**src/rtl/reorder_buffer.sv**
```systemverilog
// reorder_buffer: circular in-order ROB with CDB writeback, head commit and bypassed operand lookup
module reorder_buffer #(
  parameter int DEPTH  = 15,
  parameter int TAG_W  = 4,
  parameter int DATA_W = 32,
  parameter int REG_W  = 5
) (
  input  logic              clk,
  input  logic              rst,
  input  logic              flush,
  input  logic              alloc_valid,
  input  logic [REG_W-1:0]  alloc_dest,
  output logic              alloc_ready,
  output logic [TAG_W-1:0]  alloc_tag,
  input  logic              cdb_valid,
  input  logic [TAG_W-1:0]  cdb_tag,
  input  logic [DATA_W-1:0] cdb_data,
  input  logic [TAG_W-1:0]  qj_tag,
  input  logic [TAG_W-1:0]  qk_tag,
  output logic              qj_ready,
  output logic              qk_ready,
  output logic [DATA_W-1:0] qj_data,
  output logic [DATA_W-1:0] qk_data,
  output logic              commit_valid,
  output logic [TAG_W-1:0]  commit_tag,
  output logic [REG_W-1:0]  commit_dest,
  output logic [DATA_W-1:0] commit_data
);
  localparam int CNT_W = $clog2(DEPTH + 1);
  logic [TAG_W-1:0]  head, tail, head_nx, tail_nx, wb_slot;
  logic [CNT_W-1:0]  count;
  logic [DEPTH-1:0]  busy, rdy;
  logic [REG_W-1:0]  dest [DEPTH];
  logic [DATA_W-1:0] data [DEPTH];
  logic              alloc_fire, commit_fire, wb_fire;
  function automatic logic [DATA_W:0] look(input logic [TAG_W-1:0] t);
    logic [TAG_W-1:0] s;
    s = t - 1'b1;
    if (t != '0 && t <= TAG_W'(DEPTH) && busy[s] && rdy[s]) return {1'b1, data[s]};
    if (t != '0 && cdb_valid && cdb_tag == t) return {1'b1, cdb_data};
    return '0;
  endfunction
  always_comb begin
    alloc_ready = count < CNT_W'(DEPTH);
    alloc_tag   = tail + 1'b1;
    alloc_fire  = alloc_valid && alloc_ready;
    commit_fire = busy[head] && rdy[head];
    wb_slot     = cdb_tag - 1'b1;
    wb_fire     = cdb_valid && cdb_tag != '0 && cdb_tag <= TAG_W'(DEPTH) && busy[wb_slot];
    head_nx     = head == TAG_W'(DEPTH - 1) ? '0 : head + 1'b1;
    tail_nx     = tail == TAG_W'(DEPTH - 1) ? '0 : tail + 1'b1;
    {qj_ready, qj_data} = look(qj_tag);
    {qk_ready, qk_data} = look(qk_tag);
  end
  // commit clears after writeback so a late CDB hit on the retiring head cannot resurrect it
  always_ff @(posedge clk) begin
    if (!rst || flush) begin
      head         <= '0;
      tail         <= '0;
      count        <= '0;
      busy         <= '0;
      rdy          <= '0;
      commit_valid <= 1'b0;
      if (!rst) begin
        commit_tag  <= '0;
        commit_dest <= '0;
        commit_data <= '0;
      end
    end else begin
      if (wb_fire) begin
        rdy[wb_slot]  <= 1'b1;
        data[wb_slot] <= cdb_data;
      end
      commit_valid <= commit_fire;
      if (commit_fire) begin
        commit_tag  <= head + 1'b1;
        commit_dest <= dest[head];
        commit_data <= data[head];
        busy[head]  <= 1'b0;
        rdy[head]   <= 1'b0;
        head        <= head_nx;
      end
      if (alloc_fire) begin
        busy[tail] <= 1'b1;
        rdy[tail]  <= 1'b0;
        dest[tail] <= alloc_dest;
        tail       <= tail_nx;
      end
      count <= count + CNT_W'(alloc_fire) - CNT_W'(commit_fire);
    end
  end
endmodule

```
**config.mk**
```make
export PLATFORM = sky130hd
export DESIGN_NAME = reorder_buffer
export DESIGN_NICKNAME = d
export VERILOG_FILES = /design/src/rtl/reorder_buffer.sv
export SDC_FILE = /design/constraint.sdc
export NUM_CORES = 1
export LEC_CHECK = 0
export BUFFER_PORTS_ARGS = -buffer_cell sky130_fd_sc_hd__buf_2
export CORE_MARGIN = 2
export CORE_UTILIZATION = 40
export CTS_CLUSTER_DIAMETER = 30
export DETAILED_ROUTE_END_ITERATION = 7
export PLACE_DENSITY = 0.66
export SLEW_MARGIN = 10
export SYNTH_ARGS = -nofsm -noshare
export SYNTH_HDL_FRONTEND = slang
export SYNTH_SLANG_ARGS = --single-unit
```
**constraint.sdc**
```tcl
create_clock -name clk -period 15.85 [get_ports clk]
set_input_delay 3.9625 -clock clk [delete_from_list [all_inputs] [get_ports clk]]
set_output_delay 3.9625 -clock clk [all_outputs]
set_load 0.05 [all_outputs]
```
==> flow_summary.toml <==
[outcome]
status = "completed"

[cells_and_area]
area_growth_pct = 18.1
nNetsFinal = 2346
final_cells = 3520
drive_above_1_share_pct = 36.2

[power]
p_int_mw = 3.65
p_comb_share_pct = 9.2
swShare_pct = 24.8
p_leak_nw = 13.2
seq_power_share_pct = 38.5
total_power_mw = 4.86
switching_power_mw = 1.20
p_clk_share_pct = 52.4
peakVddDrop_uv = 95.4
powerDensity_nw_per_um2 = 120

[global_route]
track_usage_pct = 23.1
gr-total-overflow = 0
grt_max_degree = 76
grt_antenna_before_repair = 6
first_global_vias = 22600
grt_first_pass_wirelength_mm = 148

[clock_tree]
insertion_delay_ns = 0.71
post_cts.repair.setup_buffers = 0
cts_buffer_depth = 3
ctsHtreeMaxLevel = 3
postCtsHoldBufs = 0
cts_inserted_buffers = 116
cts_resized = 0
cts_tree = "yes"
clkTransAtPathRegs_ns = 0.06
root_buffer = "clkbuf_16"
cts.sinks = 643

[yosys]
synth_top_family_by_area = "multiplexers"
syn_area_per_cell_um2 = 16.2
synthMuxAreaShare_pct = 31.0
synth_seq_area_share_pct = 55.0
synth.top_cell.area_share_pct = 52.2
synthTopCellsByArea = "edfxtp_1, mux4_2, mux2i_1"
synth_common_cells = "edfxtp_1, mux4_2, mux2i_1, nand2_1, nor2_1"
netlist_area_um2 = 34300
async_flop_share_pct = 0
synth_fp_nets = 2191
synth_fa_ha_area_share_pct = 0.825
ys_ff_latch = 643
ys_types = 55
synth_most_common_cell = "edfxtp_1"
synth_compound_area_share_pct = 4.59
synth_top_area_cell = "edfxtp_1"
synthCells = 2115
synth-main-ff-cell = "edfxtp_1"
synth_edf_count = 596
synth_xor_area_share_pct = 0.551
synth-simple-area-share_pct = 5.33
yosysWarnings = 0

[route]
first_pass_iters = 5
ant_nets = 0
drt-initial-drc-count = 2667
vias = 22100
drc = 0
wl_per_cell_um = 28.7
totalWireLength_mm = 101
viasPerCell = 6.27

[sta]
timing.slew.headroom_pct = 23.3
max_clock_freq_mhz = 79.7
rsz0062_at_grt = "no"
hold_viol = 0
setup_viol = 0
setup_ws_ns = 3.30
finalMaxSlewViolations = 0
setup_tns_ns = 0
min_period_ns = 12.55
period_share_pct = 79.2
finalHoldWorstSlack_ns = 0.505
finClkSkew_ns = 0.0739
max_slew.worst_pin.slew_ns = 1.15

[critical_path]
worst_path_max_delay_cell = "a21oi_4"
r2r-end = "commit_data[31]"
worstSetupPathType = "input pin to output pin"
critPathLaunchType = "input pin"
crit_top_cell = "mux2i_1"
end_kind = "output pin"
r2r_cells = 5
crit_arrival_ns = 8.58
max_stage_delay_ns = 0.91
cp_max_fo = 60
reg2reg_slack_ns = 11.67
path_cells = "clkbuf_8 -> inv_1 -> ha_4 -> a31oi_1 -> a311o_1 -> mux2i_1 -> a22oi_1 -> a21oi_4 -> buf_4 -> mux2i_1 -> buf_2"
cp.required_ns = 11.89

[die]
die_area_um2 = 88000
die_h_um = 297
rows = 107
core_area_um2 = 85000
start_util_pct = 40.3
ios = 167
die_w_um = 297

[job]
cap_violations = 0

[place]
portBuffers = 166
dpl.hpwl_mm = 57.0
place_ws_ns = 3.23
dp_cells = 3296
place_congestion = 0.896

[hold_path]
worstHoldPathType = "flop to flop"
hp-start = "busy[1]"
hold_end = "busy[1]"
hold_depth = 2
## metrics by stage
step           area (µm²)  utilization, %
4_1_cts             40500            47.6
6_report            40500            47.6
3_5_place_dp        36400            42.8
5_1_grt             40500            47.6
3_3_place_gp        36400            42.8
2_1_floorplan       34300               -
## power by group through the flow
stage	clock network, mW	logic (mW)	registers (mW)
after global placement	0	0.442	1.90
final	2.54	0.445	1.87
after floorplan	0	0.283	1.92
after detailed placement	0	0.445	1.90
after CTS	2.57	0.446	1.87
after global routing	2.65	0.469	1.87
## final cells by class
| type | count | area [µm²] |
|---|---|---|
| flip-flops and latches | 643 | 18900 |
| multi-input cells | 1246 | 14700 |
| well taps | 1144 | 1430 |
| inverters | 54 | 203 |
| clock inverters | 92 | 1140 |
| repair buffers | 209 | 1170 |
| diodes | 4 | 10.0 |
| clock buffers | 128 | 2950 |
| fillers | 7001 | 44500 |
## worst max path at each step
stage / startpoint / slack (ns) / cells past startpoint / end
floorplan: qj_tag[0] / 4.43 / 13 / qj_data[10]
finish: qk_tag[0] / 3.30 / 11 / qk_data[18]
CTS: qk_tag[0] / 3.21 / 11 / qk_data[18]
global placement: qk_tag[0] / 3.40 / 11 / qk_data[20]
detailed placement: qk_tag[0] / 3.23 / 11 / qk_data[18]
global route: qk_tag[0] / 2.99 / 11 / qk_data[18]
## cell usage in the layout (no fill, tap or decap), drive strengths merged, types with 3 or more instances in the layout
master / synthesis / routed
a31oi: 8 / 8
and3: 6 / 6
nor2b: 6 / 6
clkinvlp: 0 / 13
clkbuf: 99 / 129
edfxtp: 596 / 596
buf: 73 / 208
mux4: 411 / 411
xnor2: 15 / 15
dfxtp: 47 / 47
diode: 0 / 4
nand2: 136 / 136
inv: 54 / 75
o31ai: 32 / 32
or3: 3 / 3
a41o: 3 / 3
nand2b: 6 / 6
and2: 42 / 42
a21o: 8 / 8
xor2: 4 / 4
a21oi: 97 / 97
or2: 4 / 4
nor2: 106 / 106
nor3: 25 / 25
nor3b: 13 / 13
o211ai: 4 / 4
nand3: 34 / 34
clkinv: 0 / 42
o21ai: 89 / 89
ha: 21 / 21
bufinv: 0 / 16
o22ai: 6 / 6
nor4: 4 / 4
a221oi: 3 / 3
nand3b: 5 / 5
mux2i: 137 / 137
## kinds of logic after synthesis
| family | Yosys count |
|---|---|
| flip-flops | 643 |
| multiplexers | 548 |
| AND/OR/NAND/NOR | 392 |
| AO/OA/AOI/OAI | 265 |
| buffers and inverters | 226 |
| adder cells (fa/ha/maj) | 22 |
| XOR/XNOR | 19 |
## routing by layer
layer	global-route usage [%]	up-vias	wire [µm]
li1	-	9016	-
met1	30.9	11300	38300
met2	36.2	1434	48200
met3	4.92	255	10800
met4	10.6	4	3890
met5	0	-	27
## flip-flops by register name, indices dropped and copies added, names as in the netlist, 5 cells and up, named ones only
signal / count
data: 480
commit_dest: 5
rdy: 15
commit_data: 32
busy: 15
dest: 75
## worst max-delay path: cells and delay by family
kind | cells | cell delay (ns)
compound gates | 4 | 1.60
fa+ha+maj | 1 | 0.78
buf+inv | 4 | 1.64
mux | 2 | 0.48
No activity file was read; power rests on OpenSTA's default activity.
